`src/rtl/branch_resolve.sv`:
```
`default_nettype none
// ============================================================================
// Module      : branch_resolve
// Description : EX-stage branch/jump resolution against the IF prediction,
//               registered redirect/flush handshake to IF, and 2-bit bimodal
//               branch history table read by IF.
// Revision    : 1.0 - initial release
// ============================================================================
module branch_resolve #(
    parameter int XLEN      = 64,
    parameter int BHT_IDX_W = 6,
    parameter int CNT_W     = 32
) (
    input  logic             clk,
    input  logic             rst,
    input  logic             ex_valid,
    output logic             ex_ready,
    input  logic [XLEN-1:0]  ex_pc,
    input  logic [2:0]       ex_type,
    input  logic             ex_is_jump,
    input  logic             ex_taken,
    input  logic [XLEN-1:0]  ex_target,
    input  logic             ex_pred_taken,
    input  logic [XLEN-1:0]  ex_pred_target,
    input  logic [XLEN-1:0]  if_pc,
    output logic             if_pred_taken,
    output logic             redir_valid,
    input  logic             redir_ready,
    output logic [XLEN-1:0]  redir_pc,
    output logic             flush,
    output logic [CNT_W-1:0] mispredict_cnt
);

    localparam int          C_BHT_N    = 1 << BHT_IDX_W;
    localparam logic [1:0]  C_WEAK_NT  = 2'b01;
    localparam logic [1:0]  C_STRONG_T = 2'b11;
    localparam logic [1:0]  C_STRONG_N = 2'b00;

    typedef enum logic [0:0] {
        S_IDLE     = 1'b0,
        S_REDIRECT = 1'b1
    } state_t;

    state_t                 r_state;
    state_t                 w_state_next;
    logic [1:0]             r_bht [0:C_BHT_N-1];
    logic [XLEN-1:0]        r_redir_pc;
    logic                   r_flush;
    logic [CNT_W-1:0]       r_cnt;

    logic                   w_accept;
    logic                   w_cond;
    logic                   w_act_taken;
    logic [XLEN-1:0]        w_pc_plus4;
    logic [XLEN-1:0]        w_act_next;
    logic [XLEN-1:0]        w_pred_next;
    logic                   w_mispredict;
    logic                   w_load_redir;
    logic                   w_bht_we;
    logic [BHT_IDX_W-1:0]   w_ex_idx;
    logic [BHT_IDX_W-1:0]   w_if_idx;
    logic [1:0]             w_bht_cur;
    logic [1:0]             w_bht_new;
    logic                   w_unused_bits;

    // ------------------------------------------------------------------------
    // Resolution datapath
    // ------------------------------------------------------------------------
    assign w_cond       = (ex_type >= 3'b001) && (ex_type <= 3'b110) && !ex_is_jump;
    assign w_act_taken  = ex_is_jump | (w_cond & ex_taken);
    assign w_pc_plus4   = ex_pc + XLEN'(4);
    assign w_act_next   = w_act_taken   ? ex_target      : w_pc_plus4;
    assign w_pred_next  = ex_pred_taken ? ex_pred_target : w_pc_plus4;
    assign w_mispredict = (w_act_next != w_pred_next);

    assign w_ex_idx  = ex_pc[BHT_IDX_W+1:2];
    assign w_if_idx  = if_pc[BHT_IDX_W+1:2];
    assign w_bht_cur = r_bht[w_ex_idx];

    always_comb begin
        w_bht_new = w_bht_cur;
        if (ex_taken) begin
            if (w_bht_cur != C_STRONG_T) w_bht_new = w_bht_cur + 2'd1;
        end else begin
            if (w_bht_cur != C_STRONG_N) w_bht_new = w_bht_cur - 2'd1;
        end
    end

    // ------------------------------------------------------------------------
    // FSM
    // ------------------------------------------------------------------------
    always_ff @(posedge clk or posedge rst) begin
        if (rst) r_state <= S_IDLE;
        else     r_state <= w_state_next;
    end

    always_comb begin
        w_state_next = r_state;
        w_accept     = 1'b0;
        w_load_redir = 1'b0;
        w_bht_we     = 1'b0;
        case (r_state)
            S_IDLE: begin
                w_accept     = ex_valid;
                w_load_redir = ex_valid & w_mispredict;
                w_bht_we     = ex_valid & w_cond;
                if (w_load_redir) w_state_next = S_REDIRECT;
            end
            S_REDIRECT: begin
                if (redir_ready) w_state_next = S_IDLE;
            end
            default: w_state_next = S_IDLE;
        endcase
    end

    // ------------------------------------------------------------------------
    // Redirect registers and mispredict counter
    // ------------------------------------------------------------------------
    always_ff @(posedge clk or posedge rst) begin
        if (rst) begin
            r_redir_pc <= '0;
            r_flush    <= 1'b0;
            r_cnt      <= '0;
        end else begin
            r_flush <= w_load_redir;
            if (w_load_redir) begin
                r_redir_pc <= w_act_next;
                if (r_cnt != {CNT_W{1'b1}}) r_cnt <= r_cnt + CNT_W'(1);
            end
        end
    end

    // Write lands at the edge, so an IF read of the same index this cycle sees the old value.
    always_ff @(posedge clk or posedge rst) begin
        if (rst) begin
            for (int i = 0; i < C_BHT_N; i++) r_bht[i] <= C_WEAK_NT;
        end else if (w_bht_we) begin
            r_bht[w_ex_idx] <= w_bht_new;
        end
    end

    // ------------------------------------------------------------------------
    // Outputs
    // ------------------------------------------------------------------------
    assign ex_ready       = (r_state == S_IDLE);
    assign redir_valid    = (r_state == S_REDIRECT);
    assign redir_pc       = r_redir_pc;
    assign flush          = r_flush;
    assign mispredict_cnt = r_cnt;
    assign if_pred_taken  = r_bht[w_if_idx][1];

    assign w_unused_bits  = &{1'b0, if_pc[1:0], if_pc[XLEN-1:BHT_IDX_W+2], w_accept};

endmodule
`default_nettype wire
```
`config.mk`:
```
export PLATFORM = sky130hd
export DESIGN_NAME = branch_resolve
export DESIGN_NICKNAME = d
export VERILOG_FILES = /design/src/rtl/branch_resolve.sv
export SDC_FILE = /design/constraint.sdc
export NUM_CORES = 1
export LEC_CHECK = 0
export CAP_MARGIN = 20
export CORE_ASPECT_RATIO = 1.25
export CORE_MARGIN = 3
export CORE_UTILIZATION = 48
export CTS_BUF_LIST = sky130_fd_sc_hd__clkbuf_8
export CTS_CLUSTER_DIAMETER = 80
export DETAILED_ROUTE_END_ITERATION = 8
export HOLD_SLACK_MARGIN = 0.12
export PLACE_DENSITY = 0.8
export SYNTH_ARGS = -nofsm -noshare
export SYNTH_HDL_FRONTEND = slang
export SYNTH_SLANG_ARGS = --single-unit
```
`constraint.sdc`:
```
create_clock -name clk -period 7.2 [get_ports clk]
set_input_delay 0.72 -clock clk [delete_from_list [all_inputs] [get_ports clk]]
set_output_delay 0.72 -clock clk [all_outputs]
set_load 0.005 [all_outputs]
```
# --- Yosys cells after proc, flatten, opt, wreduce, memory -nomap -nowiden ---
# Index checks and enable logic that the tools add are counted.
classes:
  add_sub_neg: 4
  magnitude_cmp: 5
  eq_ne: 3
  muxes: 19
  n_bitwise: 7
  n_reduce_logical: 6
op_table:
  columns: ["cell", "n"]
  rows:
  - ["128-bit bitwise mux", 1]
  - ["64-bit 2-to-1 mux", 2]
  - ["64-bit by 3-bit adder with 64-bit output (second input constant)", 1]
  - ["64-bit inequality test", 1]
  - ["32-bit by 1-bit adder with 32-bit output (second input constant)", 1]
  - ["32-bit inequality test (second input constant)", 1]
  - ["2-bit binary-select mux with 6-bit select", 2]
  - ["2-bit 2-to-1 mux", 8]
  - ["7-bit greater-or-equal comparator (second input constant)", 2]
  - ["6-bit NOT with 7-bit output", 2]
  - ["2-bit demux with 6-bit select", 1]
  - ["7-bit by 1-bit less-than comparator with 1-bit output (second input constant)", 1]
  - ["1-bit 2-to-1 mux", 4]
  - ["1-bit bitwise AND", 3]
  - ["3-bit by 1-bit greater-or-equal comparator with 1-bit output (second input constant)", 1]
  - ["3-bit <= comparator (second input constant)", 1]
  - ["1-bit logical AND", 3]
  - ["2-bit by 1-bit adder with 2-bit output (second input constant)", 1]
  - ["2-bit inequality test (second input constant)", 1]
  - ["1-bit one-hot mux with 2 select lines", 1]
  - ["2-bit AND reduction", 1]
  - ["2-bit nonzero test", 1]
  - ["2-bit by 1-bit subtractor with 2-bit output (second input constant)", 1]
  - ["1-bit logical NOT", 1]
  - ["other kinds (2)", 2]
word_totals:
  regBits: 226
  in_bits: 266
  output_inout_bits: 100
  elab_cells: 112

# --- Longest topological paths before layout ---
logic_depth:
  depth_word: 10
  mapped_depth: 17

# --- Least setup slack after synthesis ---
# OpenSTA, ideal clock, no wires.
synth_timing:
  path_type: "input to register"
  start: "input port ex_pc[2]"
  end: "register r_redir_pc[2], in the netlist redir_pc[2]"
  setup_ps: 127
  arrival_ps: 4702
  path_slack_ps: 2371
  cell_stages: 14
  path_cell_list: "ha_1 nand4_1 or4_1 clkbuf_1 or4_1 xnor2_1 o21a_1 a2111oi_0 nand4_1 or4_1 o311ai_4 buf_6 buf_4 mux2_1"
synth_via:
  elab_chain_len: 5
synth_rtl:
  columns: ["element", "line_no", "text"]
  rows:
  - ["start, declared", "18", "input logic [XLEN-1:0] ex_pc,"]
  - ["64-bit by 3-bit adder with 64-bit output (*)", "71", "assign w_pc_plus4 = ex_pc + XLEN'(4);"]
  - ["64-bit 2-to-1 mux, on equally long branches", "72, 73", null]
  - ["64-bit inequality test", "74", "assign w_mispredict = (w_act_next != w_pred_next);"]
  - ["1-bit bitwise AND", "105", "w_load_redir = ex_valid & w_mispredict;"]
  - ["1-bit 2-to-1 mux", "102", "case (r_state)"]
  - ["end signal, assigned", "127", "r_redir_pc <= w_act_next;"]
  - ["end, declared", "47", "logic [XLEN-1:0] r_redir_pc;"]
# Every way passes the cells marked *; elsewhere a longest branch is shown, timed or not.
# A chain may end at the register's enable or synchronous reset.

# --- Worst setup path in the final report ---
layout_timing:
  start: "input port ex_pc[2]"
  end: "register r_cnt[17], in the netlist mispredict_cnt[17]"
layout_via:
  elab_chain_len: 6
layout_rtl:
  columns: ["element", "line_no", "text"]
  rows:
  - ["64-bit by 3-bit adder with 64-bit output (*)", "71", null]
  - ["64-bit 2-to-1 mux, on equally long branches", "72, 73", null]
  - ["64-bit inequality test (*)", "74", null]
  - ["1-bit bitwise AND (*)", "105", null]
  - ["1-bit 2-to-1 mux (*)", "102", null]
  - ["2-bit AND reduction (no line) (*)", null, null]
  - ["end signal, assigned", "128", "if (r_cnt != {CNT_W{1'b1}}) r_cnt <= r_cnt + CNT_W'(1);"]
  - ["end, declared", "49", "logic [CNT_W-1:0] r_cnt;"]
# Marked as above.

==> impl_metrics.prom <==
# TYPE chip_impl_metric gauge
chip_impl_metric{name="n_fill_cell",unit=""} 2857
chip_impl_metric{name="maxSlewViolCount",unit=""} 0
chip_impl_info{name="cp-startpoint",value="ex_pc[2]"} 1
chip_impl_metric{name="layout.nets",unit=""} 2334
chip_impl_metric{name="drc",unit=""} 0
chip_impl_metric{name="cts_max_path_buffers",unit=""} 3
chip_impl_metric{name="post-dp-hpwl",unit="um"} 55200
chip_impl_metric{name="routed_wl",unit="um"} 71000
chip_impl_metric{name="placement.io_buffers",unit=""} 307
chip_impl_info{name="status",value="complete, no violations"} 1
chip_impl_metric{name="die-width",unit="um"} 171
chip_impl_metric{name="floorplan.die_area",unit="um2"} 36400
chip_impl_metric{name="slew-limit-headroom",unit="%"} 23.8
chip_impl_metric{name="yosys_register_bits",unit=""} 226
chip_impl_metric{name="mean_syn_cell_area",unit="um2"} 9.18
chip_impl_info{name="crit_path_end_kind",value="register"} 1
chip_impl_metric{name="post_drt_via_cell_ratio",unit=""} 6.65
chip_impl_metric{name="design.core.area",unit="um2"} 33600
chip_impl_metric{name="regToRegSetupSlack",unit="ns"} 3.85
chip_impl_info{name="tritoncts",value="built"} 1
chip_impl_metric{name="synth_seq_area_share",unit="%"} 35.0
chip_impl_metric{name="final.period_utilization",unit="%"} 80.7
chip_impl_info{name="top_ff_cell_synth",value="sky130_fd_sc_hd__dfrtp_1"} 1
chip_impl_metric{name="placement.setup.worst_slack",unit="ns"} 0.864
chip_impl_info{name="routed.top_layer",value="met5"} 1
chip_impl_metric{name="cts.reportedPaths.clkPinSlew",unit="ns"} 0.06
chip_impl_metric{name="clock_skew",unit="ns"} 0.0518
chip_impl_metric{name="p_leak",unit="nW"} 8.33
chip_impl_metric{name="cts.hold.buffers_added",unit=""} 0
chip_impl_metric{name="cts-buffers-inserted",unit=""} 39
chip_impl_metric{name="ir_worst_vdd",unit="mV"} 0.221
chip_impl_info{name="worst-setup-path-type",value="in -> reg"} 1
chip_impl_metric{name="power.density_cell_area",unit="nW/um2"} 179
chip_impl_metric{name="pin_count_of_the_biggest_net_entering_global_routing",unit=""} 81
chip_impl_metric{name="syn_area",unit="um2"} 16400
chip_impl_metric{name="synthArstFlopShare",unit="%"} 100
chip_impl_metric{name="setup-violations-final",unit=""} 0
chip_impl_metric{name="cts_max_level",unit=""} 2
chip_impl_metric{name="maximum_capacitance_violations",unit=""} 0
chip_impl_metric{name="grt_remaining_overflow",unit=""} 0
chip_impl_info{name="clockRootBuffer",value="sky130_fd_sc_hd__clkbuf_8"} 1
chip_impl_metric{name="met3_length",unit="um"} 6580
chip_impl_metric{name="pin_count",unit=""} 366
chip_impl_metric{name="worst-path-max-fanout",unit=""} 37
chip_impl_metric{name="drive_above_1_share",unit="%"} 17.4
chip_impl_metric{name="postCtsResizedCells",unit=""} 0
chip_impl_metric{name="area_growth_syn_to_layout",unit="%"} 27.0
chip_impl_metric{name="critical_path_data_arrival_time",unit="ns"} 6.25
chip_impl_metric{name="synth_cells",unit=""} 1787
chip_impl_info{name="worstSetupStartpointType",value="input port"} 1
chip_impl_metric{name="wl_met2",unit="um"} 32900
chip_impl_metric{name="fmax",unit="MHz"} 172
chip_impl_metric{name="finalSetupTns",unit="ns"} 0
chip_impl_metric{name="synth.net_count",unit=""} 2055
chip_impl_metric{name="antenna_violating_nets_post_route",unit=""} 0
chip_impl_metric{name="routed-via-count",unit=""} 16800
chip_impl_metric{name="tightestPinTransition",unit="ns"} 1.14
chip_impl_metric{name="required",unit="ns"} 7.63
chip_impl_metric{name="hold_path_depth",unit=""} 1
chip_impl_metric{name="antenna_found_initial",unit=""} 3
chip_impl_metric{name="initial_util",unit="%"} 48.8
chip_impl_metric{name="die_height",unit="um"} 213
chip_impl_metric{name="synth_edf_count",unit=""} 0
chip_impl_metric{name="grt_util_all_layers",unit="%"} 38.0
chip_impl_metric{name="drtIter0Drc",unit=""} 1889
chip_impl_metric{name="worstSkewPairLatency",unit="ns"} 0.60
chip_impl_metric{name="count_of_standard_cell_rows",unit=""} 75
chip_impl_info{name="critical_path.endpoint",value="mispredict_cnt[17]"} 1
chip_impl_info{name="grt_setup_unrepaired",value="no"} 1
chip_impl_metric{name="clock_net_sink_count",unit=""} 226
chip_impl_metric{name="hold_viol",unit=""} 0
chip_impl_metric{name="fin_crit",unit="ns"} 5.81
chip_impl_info{name="holdCritPathClass",value="reg -> reg"} 1
chip_impl_metric{name="routabilityCongestion",unit=""} 1.04
chip_impl_metric{name="yosysWarningCount",unit=""} 0
chip_impl_metric{name="cts.repair_timing.setup_buffer_count",unit=""} 0
chip_impl_metric{name="utilization",unit="%"} 62.0
chip_impl_info{name="reg2reg_capture_point",value="r_bht[85]"} 1
chip_impl_metric{name="detail_route.wl_per_cell",unit="um"} 28.2
chip_impl_metric{name="worst_r2r_path_depth",unit=""} 10
chip_impl_info{name="r2r_start",value="r_bht[61]"} 1
chip_impl_metric{name="grt_pass1_wl",unit="um"} 103000
chip_impl_metric{name="number_of_distinct_library_cells_after_synthesis",unit=""} 81
chip_impl_info{name="final_cell_mix",value="sky130_fd_sc_hd__clkdlybuf4s50_1, sky130_fd_sc_hd__dfrtp_1, sky130_fd_sc_hd__nor2_1, sky130_fd_sc_hd__nand2_1, sky130_fd_sc_hd__mux2_2"} 1
chip_impl_metric{name="dr.pass1.iters",unit=""} 6
chip_impl_metric{name="vias_in_the_first_global_route",unit=""} 16300
chip_impl_metric{name="final.setup.worst_slack",unit="ns"} 1.39
chip_impl_metric{name="m1WireLength",unit="um"} 24400
chip_impl_info{name="mostFrequentLayoutCell",value="sky130_fd_sc_hd__clkdlybuf4s50_1"} 1
[area by class of cell]
cell class	count	area, um2	area share [%]
clock buffer	52	716	3.44
timing repair buffer	362	3550	17.0
inverter	36	143	0.685
antenna	5	12.5	0.0601
clock inverter	17	87.6	0.421
sequential	226	5740	27.5
multi-input combinational	1401	10100	48.3
tap	423	529	2.54
[power by group]
| group | internal, mW | total, mW | switching, mW |
|---|---|---|---|
| Sequential | 1.41 | 1.50 | 0.0904 |
| Clock | 0.647 | 1.20 | 0.553 |
| Combinational | 0.503 | 1.04 | 0.535 |
| Total | 2.56 | 3.73 | 1.18 |
[registers in the layout, indices dropped and copies added, names as in the netlist]
register	cells
flush	1
mispredict_cnt	32
r_bht	128
redir_pc	64
redir_valid	1
[synthesized netlist by cell type (25+ instances only)]
| library cell | n | area share, % |
|---|---|---|
| sky130_fd_sc_hd__dfstp_2 | 64 | 10 |
| sky130_fd_sc_hd__inv_1 | 36 | 0.82 |
| sky130_fd_sc_hd__clkbuf_1 | 80 | 1.8 |
| sky130_fd_sc_hd__a21o_1 | 34 | 1.6 |
| sky130_fd_sc_hd__nor2_1 | 152 | 3.5 |
| sky130_fd_sc_hd__a21oi_1 | 63 | 1.9 |
| sky130_fd_sc_hd__nor3_1 | 53 | 1.6 |
| sky130_fd_sc_hd__a22oi_1 | 52 | 2.4 |
| sky130_fd_sc_hd__mux2_2 | 129 | 8.9 |
| sky130_fd_sc_hd__nor4_1 | 40 | 1.5 |
| sky130_fd_sc_hd__nand3_1 | 49 | 1.5 |
| sky130_fd_sc_hd__nand2_1 | 142 | 3.3 |
| sky130_fd_sc_hd__nand4_1 | 66 | 2.5 |
| sky130_fd_sc_hd__o21ai_0 | 47 | 1.4 |
| sky130_fd_sc_hd__buf_2 | 25 | 0.76 |
| sky130_fd_sc_hd__xnor2_1 | 123 | 6.6 |
| sky130_fd_sc_hd__a211oi_1 | 34 | 1.6 |
| sky130_fd_sc_hd__xor2_1 | 84 | 4.5 |
| sky130_fd_sc_hd__dfrtp_1 | 162 | 25 |
[worst min-delay path by stage]
| stage | end | slack (ns) | from |
|---|---|---|---|
| finish | redir_pc[12] | 0.48 | redir_pc[12] |
| global placement | redir_pc[43] | 0.46 | redir_pc[43] |
| floorplan | redir_pc[17] | 0.47 | redir_pc[17] |
| global route | redir_pc[56] | 0.49 | redir_pc[56] |
| CTS | redir_pc[56] | 0.48 | redir_pc[56] |
| detailed placement | redir_pc[42] | 0.47 | redir_pc[42] |
[metal layers]
metal	track usage [%]	vias up
li1	-	7188
met4	29.7	4
met1	43.0	8107
met3	7.52	340
met5	0	-
met2	62.7	1125
[worst max-delay path, cell delays in order]
cell and delay (ns):
sky130_fd_sc_hd__clkdlybuf4s50_1 0.54, sky130_fd_sc_hd__ha_1 0.30, sky130_fd_sc_hd__nand4_1 0.26, sky130_fd_sc_hd__nor4_2 0.63, sky130_fd_sc_hd__buf_4 0.25, sky130_fd_sc_hd__nand4_1 0.27
sky130_fd_sc_hd__xor2_1 0.39, sky130_fd_sc_hd__mux2_2 0.38, sky130_fd_sc_hd__a2111oi_0 0.40, sky130_fd_sc_hd__o21ai_0 0.15, sky130_fd_sc_hd__or4_1 0.54, sky130_fd_sc_hd__o31a_1 0.30
sky130_fd_sc_hd__o311ai_4 0.30, sky130_fd_sc_hd__buf_12 0.25, sky130_fd_sc_hd__buf_4 0.26, sky130_fd_sc_hd__nor4_1 0.10, sky130_fd_sc_hd__xor2_1 0.17
[kinds of logic after synthesis]
group | after synthesis | synth area share, %
XOR/XNOR | 210 | 11.5
buffers and inverters | 160 | 4.06
AO/OA/AOI/OAI | 376 | 15.8
adder cells (fa/ha/maj) | 4 | 0.275
multiplexers | 175 | 13.3
flip-flops | 226 | 35.0
AND/OR/NAND/NOR | 636 | 20.1
[stage by stage]
stage / instances / hold WS [ns] / instance area (um2) / power [mW]
2_1_floorplan: 1787 / 0.473 / 16400 / 1.95
3_3_place_gp: 2445 / 0.459 / 20000 / 2.51
3_5_place_dp: 2445 / 0.465 / 20000 / 2.53
4_1_cts: 2514 / 0.479 / 20800 / 3.74
5_1_grt: 2517 / 0.489 / 20800 / 3.88
6_report: 2522 / 0.475 / 20800 / 3.73
No activity file was read; power rests on OpenSTA's default activity.
